$ cat config.mk
export PLATFORM = sky130hd
export DESIGN_NAME = y_conv_accumulator
export DESIGN_NICKNAME = d
export VERILOG_FILES = /design/src/rtl/conv_pkg.sv /design/src/rtl/conv_mac.sv /design/src/rtl/y_conv_accumulator.sv
export SDC_FILE = /design/constraint.sdc
export NUM_CORES = 1
export LEC_CHECK = 0
export ABC_AREA = 1
export CELL_PAD_IN_SITES_DETAIL_PLACEMENT = 1
export CELL_PAD_IN_SITES_GLOBAL_PLACEMENT = 1
export CORE_ASPECT_RATIO = 1.4
export CORE_MARGIN = 2
export CORE_UTILIZATION = 44
export DETAILED_ROUTE_END_ITERATION = 7
export GPL_TIMING_DRIVEN = 0
export PLACE_DENSITY = 0.9
export SKIP_CTS_REPAIR_TIMING = 1
export SLEW_MARGIN = 10
export SYNTH_ARGS = -nofsm -noshare
export SYNTH_HDL_FRONTEND = slang
export SYNTH_SLANG_ARGS = --single-unit
$ cat constraint.sdc
create_clock -name clk -period 9.1 [get_ports clk]
set_input_delay 1.82 -clock clk [delete_from_list [all_inputs] [get_ports clk]]
set_output_delay 1.82 -clock clk [all_outputs]
set_load 0.01 [all_outputs]
$ cat src/rtl/conv_pkg.sv
// Shared widths, FSM state type and magnitude helper for the Sobel-style convolution blocks.
package conv_pkg;

  localparam int unsigned COEF_W  = 5;
  localparam int unsigned PIX_W   = 4;
  localparam int unsigned N_TAPS  = 6;
  localparam int unsigned ACC_W   = 12;
  localparam int unsigned PROD_W  = COEF_W + PIX_W;
  localparam int unsigned CNT_W   = $clog2(N_TAPS);
  localparam int unsigned MAG_MAX = (1 << PIX_W) - 1;

  typedef enum logic [1:0] {IDLE, ACC, CHK} acc_state_t;

  // |v| of a signed accumulator value, saturated to the pixel range
  function automatic logic [PIX_W-1:0] sat_mag(input logic [ACC_W-1:0] v);
    logic [ACC_W-1:0] m;
    m = v[ACC_W-1] ? (~v + ACC_W'(1)) : v;
    return (m > ACC_W'(MAG_MAX)) ? '1 : m[PIX_W-1:0];
  endfunction

endpackage

$ cat src/rtl/conv_mac.sv
// Combinational signed-coefficient x unsigned-pixel multiply-accumulate step.
module conv_mac
  import conv_pkg::*;
(
  input  logic [ACC_W-1:0]  acc,
  input  logic [COEF_W-1:0] a,
  input  logic [COEF_W-1:0] b,
  output logic [ACC_W-1:0]  acc_next_c
);

  logic signed [PROD_W-1:0] a_ext;
  logic signed [PROD_W-1:0] b_ext;
  logic signed [PROD_W-1:0] prod;

  // b carries a zero-extended pixel, so widening it unsigned keeps it positive
  always_comb begin
    a_ext      = PROD_W'($signed(a));
    b_ext      = PROD_W'(b);
    prod       = a_ext * b_ext;
    acc_next_c = acc + ACC_W'(prod);
  end

endmodule

$ cat src/rtl/y_conv_accumulator.sv
// Y-direction gradient accumulator: sums six coefficient x pixel products per window.
// Optional macro SEQ_CHECK_EN adds a sticky seq_err flag for sequencer misalignment.
module y_conv_accumulator
  import conv_pkg::*;
(
  input  logic              clk,
  input  logic              rst,
  input  logic              calc_enable,
  input  logic [COEF_W-1:0] a,
  input  logic [COEF_W-1:0] b,
  input  logic              calc_done,
  output logic [ACC_W-1:0]  grad,
  output logic [PIX_W-1:0]  grad_mag,
  output logic              grad_valid,
`ifdef SEQ_CHECK_EN
  output logic              seq_err,
`endif
  output logic              busy
);

  acc_state_t       state_q, state_d;
  logic [ACC_W-1:0] acc_q, acc_d;
  logic [CNT_W-1:0] tap_cnt_q, tap_cnt_d;
  logic [ACC_W-1:0] grad_q, grad_d;
  logic [PIX_W-1:0] grad_mag_q, grad_mag_d;
  logic             grad_valid_q, grad_valid_d;
  logic             busy_q, busy_d;
  logic [ACC_W-1:0] acc_next_c;

  conv_mac u_mac (
    .acc        (acc_q),
    .a          (a),
    .b          (b),
    .acc_next_c (acc_next_c)
  );

  always_ff @(posedge clk) begin
    if (rst) begin
      state_q      <= IDLE;
      acc_q        <= '0;
      tap_cnt_q    <= '0;
      grad_q       <= '0;
      grad_mag_q   <= '0;
      grad_valid_q <= 1'b0;
      busy_q       <= 1'b0;
    end else begin
      state_q      <= state_d;
      acc_q        <= acc_d;
      tap_cnt_q    <= tap_cnt_d;
      grad_q       <= grad_d;
      grad_mag_q   <= grad_mag_d;
      grad_valid_q <= grad_valid_d;
      busy_q       <= busy_d;
    end
  end

  always_comb begin
    state_d = state_q;
    unique case (state_q)
      IDLE:    if (calc_enable) state_d = ACC;
      ACC:     if (tap_cnt_q == CNT_W'(N_TAPS - 1)) state_d = CHK;
      CHK:     state_d = IDLE;
      default: state_d = IDLE;
    endcase
  end

  // Operands are only folded in while in ACC; outside it a/b are ignored
  always_comb begin
    acc_d        = acc_q;
    tap_cnt_d    = tap_cnt_q;
    grad_d       = grad_q;
    grad_mag_d   = grad_mag_q;
    grad_valid_d = 1'b0;
    busy_d       = (state_d != IDLE);
    unique case (state_q)
      IDLE: begin
        if (calc_enable) begin
          acc_d     = '0;
          tap_cnt_d = '0;
        end
      end
      ACC: begin
        acc_d     = acc_next_c;
        tap_cnt_d = tap_cnt_q + CNT_W'(1);
      end
      CHK: begin
        grad_d       = acc_q;
        grad_mag_d   = sat_mag(acc_q);
        grad_valid_d = 1'b1;
      end
      default: ;
    endcase
  end

`ifdef SEQ_CHECK_EN
  logic seq_err_q, seq_err_d;

  // calc_done must coincide exactly with CHK
  always_comb begin
    seq_err_d = seq_err_q;
    if ((state_q == CHK) != calc_done) seq_err_d = 1'b1;
  end

  always_ff @(posedge clk) begin
    if (rst) seq_err_q <= 1'b0;
    else     seq_err_q <= seq_err_d;
  end

  assign seq_err = seq_err_q;
`else
  logic unused_calc_done;
  assign unused_calc_done = calc_done;
`endif

  assign grad       = grad_q;
  assign grad_mag   = grad_mag_q;
  assign grad_valid = grad_valid_q;
  assign busy       = busy_q;

endmodule

Word-level counts from Yosys, hierarchy flattened:

Index checks and enable logic that the tools add are counted.

* latch bits: 0
* ROM bits: 0
* logic and storage cells: 31
* memories kept: 0
* RAM bits: 0
* register bits: 35

* add/sub/neg operators: 3
* bitwise operators: 1
* mux-type cells: 10
* shifts and indexed selects: 0
* reduce and logical (&&, ||, !) cells: 4
* order comparisons: 1
* equality and inequality tests: 4
* $mul: 1
* divide/modulo/power cells: 0

Operators with widths (count)
* 12-bit two-way mux: 2
* 12-bit case mux with 2 select lines: 1
* 12-bit by 1-bit adder with 12-bit output, second input constant: 1
* 12-bit adder: 1
* 12-bit by 4-bit greater-than comparator with 1-bit output, second input constant: 1
* 12-bit NOT: 1
* 5-bit by 6-bit multiplier with 9-bit output: 1
* 3-bit case mux with 2 select lines: 1
* 2-bit two-way mux: 2
* 4-bit two-way mux: 1
* 2-bit case mux with 2 select lines: 1
* 2-bit nonzero test: 2
* 3-bit by 1-bit adder with 3-bit output, second input constant: 1
* 3-bit == test, second input constant: 1
* 3-bit two-way mux: 1
* 2-bit by 1-bit == test with 1-bit output, second input constant: 1
* 2-bit == test, second input constant: 1
* 2-bit logical NOT: 1
* 2-bit inequality test, second input constant: 1
* 2-bit AND reduction: 1
* 1-bit two-way mux: 1

Logic depth before layout (Yosys ltp):

* depth in word-level cells: 5
* mapped depth: 25

Modules after synthesis:

A second synthesis with hierarchy kept.

* cells, all modules: 392
* area total of the unflattened synthesis: 2816.5 um^2

Modules (own cells, without submodules)
* y_conv_accumulator: area an instance 1420.1 um^2, seq. area each 700.7 um^2, cells each 179, instances 1
* conv_mac: area an instance 1396.3 um^2, seq. area each 0.0 um^2, cells each 213, instances 1

Least setup slack after synthesis:

OpenSTA, ideal clock, no wires.

* path type: input to register
* start: input a[4]
* end: register acc_q[10]
* stages: 22
* path slack: 3413 ps
* arrival time: 5554 ps
* cells stage by stage: inv_1 or2_2 fa_1 fa_1 fa_1 inv_1 ha_1 nand2_1 nor2_1 nand2_1 inv_1 nor2_1 nand2_1 nand2_1 ha_1 inv_1 nor3_1 nand3_1 nand3_1 a21boi_0 o21ai_0 a21oi_1

* cells in the longest elaborated chain, start to end: 3

RTL lines
* start: declaration: RTL line y_conv_accumulator.sv:9 `input logic [COEF_W-1:0] a,`
* 5-bit by 6-bit multiplier with 9-bit output: RTL line conv_mac.sv:19 `prod = a_ext * b_ext;`
* 12-bit adder: RTL line conv_mac.sv:20 `acc_next_c = acc + ACC_W'(prod);`
* 12-bit case mux with 2 select lines: RTL line y_conv_accumulator.sv:75 `unique case (state_q)`
* end signal: assignment: RTL line y_conv_accumulator.sv:40 `acc_q <= '0;`
* end signal: assignment: RTL line y_conv_accumulator.sv:48 `acc_q <= acc_d;`
* end: declaration: RTL line y_conv_accumulator.sv:22 `logic [ACC_W-1:0] acc_q, acc_d;`

No other way between the ends.
A chain may end at the register's enable or synchronous reset.

Worst setup path in the final report:

Same ends and word-level chain as after synthesis.

==> flow_summary.json <==
{
  "vdd_drop_max_v": 0.0000579,
  "synth-main-ff-cell": "dfxtp_1",
  "worst_pin_slew_ns": 0.559,
  "grtUsageTotal": 0.228,
  "io_pins": 32,
  "switchingPower_uw": 224,
  "drtPass1Iterations": 4,
  "synth_area_um2": 2820,
  "grt_pass1_wl_mm": 13.1,
  "hpwl_mm": 6.27,
  "maxSlewHeadroom": 0.627,
  "worst-setup-path-type": "in2reg",
  "final_nets": 502,
  "max_freq_ghz": 0.153,
  "root_buffer": "clkbuf_8",
  "antenna_found_initial": 0,
  "tritoncts": "done",
  "p_int_uw": 309,
  "yosys-top-cells-area": "dfxtp_1, ha_1, nand2_1",
  "r2r_start": "acc_q[0]",
  "io_buffers": 30,
  "core-area_um2": 6210,
  "wl_per_cell_um": 14.2,
  "yosys.area.top_type_share": 0.249,
  "ff2ff_setup_slack_ns": 7.04,
  "clockPowerShare": 0.207,
  "holdPathStages": 1,
  "synth-edff-count": 0,
  "num_vias": 2784,
  "ys_ff_latch": 35,
  "cp.required_ns": 9.25,
  "clock_path_buffers": 2,
  "rows": 34,
  "min_period_over_period": 0.716,
  "clk_pin_slew_worst_paths_ns": 0.07,
  "drtIter0Drc": 86,
  "holdCritPathClass": "reg2reg",
  "cts_sinks": 35,
  "grt_setup_unrepaired": "false",
  "arrival_ns": 6.66,
  "synth_area_per_cell_um2": 6.89,
  "diodes": 0,
  "fill_cells": 828,
  "initial_core_util": 0.454,
  "grt_overflow": 0,
  "tns_ns": 0,
  "min_to": "tap_cnt_q[2]",
  "critPathMaxFanout": 5,
  "viasPerCell": 5.36,
  "holdCritStartpoint": "tap_cnt_q[2]",
  "antenna_left": 0,
  "cts_made_buffers": 5,
  "drive_gt1_frac": 0.0805,
  "place.gp.congestion": 0.889,
  "drcViolationCount": 0,
  "synth_cells": 409,
  "p_sw_frac": 0.420,
  "r2r_cells": 8,
  "area.growth.synth_to_final_pct": 16.8,
  "status": "completed",
  "synth_common_cells": "nand2_1, inv_1, nor2_1",
  "grt_pass1_vias": 3117,
  "die_h_um": 98.7,
  "synth_seq_area_share": 0.249,
  "finalHoldViolCount": 0,
  "synth_most_common_cell": "nand2_1",
  "yosys.area.top_type": "dfxtp_1",
  "finalSetupViolations": 0,
  "async_reset_ff_frac": 0,
  "leakage_uw": 0.00170,
  "wirelength_mm": 7.36,
  "totalPowerFinal_uw": 533,
  "synth_cell_types": 37,
  "dieArea_um2": 7070,
  "slew_violations": 0,
  "cap_violations": 0,
  "start_kind": "primary input",
  "skew_ns": 0.00154,
  "clkLatencyLatePin_ns": 0.28,
  "grt_max_degree": 12,
  "power_frac_comb": 0.465,
  "die_x_um": 71.6,
  "htreeDepth": 2,
  "pwr-share-seq": 0.327,
  "r2r_end": "acc_q[6]",
  "endpoint_kind": "flip-flop",
  "yosys_warnings": 0,
  "period_minus_slack_ns": 6.52,
  "syn_nets": 465,
  "cellPowerDensity_nw_per_um2": 162
}
[metrics by stage]
stage	util	cell area [um^2]	hold WS [ns]	std cells	worst slack, ns
after floorplan	-	2820	0.422	409	3.41
after global placement	0.517	3210	0.433	511	2.50
after detailed placement	0.517	3210	0.455	511	2.30
after CTS	0.530	3290	0.470	519	2.54
after global routing	0.530	3290	0.516	519	2.28
final	0.530	3290	0.470	519	2.58
[routing by layer]
metal	up-vias	track usage	share of wire
li1	1368	-	-
met1	1342	0.214	0.37
met2	50	0.475	0.58
met3	24	0.0174	0.018
met4	0	0.0987	0.037
met5	-	0	0
[cell type report]
cell class / count / area, um^2 / area share
buffer: 7 / 40.0 / 0.0122
clock buffer: 5 / 68.8 / 0.0209
clock inverter: 3 / 15.0 / 0.00456
inverter: 76 / 285 / 0.0867
multi-input combinational: 291 / 1790 / 0.544
sequential: 35 / 701 / 0.213
tap: 72 / 90.1 / 0.0274
timing repair buffer: 30 / 300 / 0.0912
[power by group through the flow]
stage | Clock (uW) | Sequential, uW | Combinational [uW]
after floorplan | 0 | 173 | 188
after global placement | 0 | 177 | 234
after detailed placement | 0 | 178 | 249
after CTS | 111 | 174 | 250
after global routing | 117 | 176 | 287
final | 110 | 174 | 248
[logic make-up (layout without fill, tap and decap cells)]
logic type / Yosys count / in the layout / synth area share
fa+ha+maj: 42 / 42 / 0.216
buf+inv: 83 / 121 / 0.115
compound gates: 65 / 65 / 0.132
flops: 35 / 35 / 0.249
xor+xnor: 3 / 3 / 0.00933
simple gates: 181 / 181 / 0.278
[registers in the layout, summed over array words and instances (netlist names)]
register / count
acc_q: 12
grad: 12
grad_mag: 4
tap_cnt_q: 3
state_q: 2
busy: 1
grad_valid: 1
[worst max-delay path, cell delays in order]
cell and delay, ns:
clkdlybuf4s50_1 0.53, inv_1 0.14, or2_2 0.32, fa_1 0.52, fa_1 0.53, fa_1 0.61
inv_1 0.06, ha_1 0.31, nand2_1 0.06, nor2_1 0.10, nand2_1 0.07, inv_1 0.05
nor2_1 0.05, nand2_1 0.09, nand2_1 0.13, ha_1 0.39, inv_1 0.11, nor3_1 0.25
nand3_1 0.11, nand3_1 0.11, a21boi_0 0.08, o21ai_0 0.11, a21oi_1 0.11
[cell usage in the layout, fill, tap and decap left out, drive strengths merged, types with 3 or more instances in the layout]
cell type / instances
a21oi: 26
buf: 4
nor2: 47
nand2: 96
o32ai: 3
or2: 6
ha: 31
clkinv: 3
fa: 11
o21ai: 25
nor3: 6
clkdlybuf4s50: 30
inv: 76
dfxtp: 35
clkbuf: 8
nand3: 24
[worst max-delay path by stage]
stage / from / endpoint / slack (ns) / cells after the start
floorplan: a[4] / acc_q[10] / 3.41 / 22
global placement: a[4] / acc_q[10] / 2.50 / 23
detailed placement: a[4] / acc_q[10] / 2.30 / 23
CTS: a[4] / acc_q[10] / 2.54 / 23
global route: a[4] / acc_q[10] / 2.28 / 23
finish: a[4] / acc_q[10] / 2.58 / 23
Note: power is estimated with default switching activity, not from simulation.
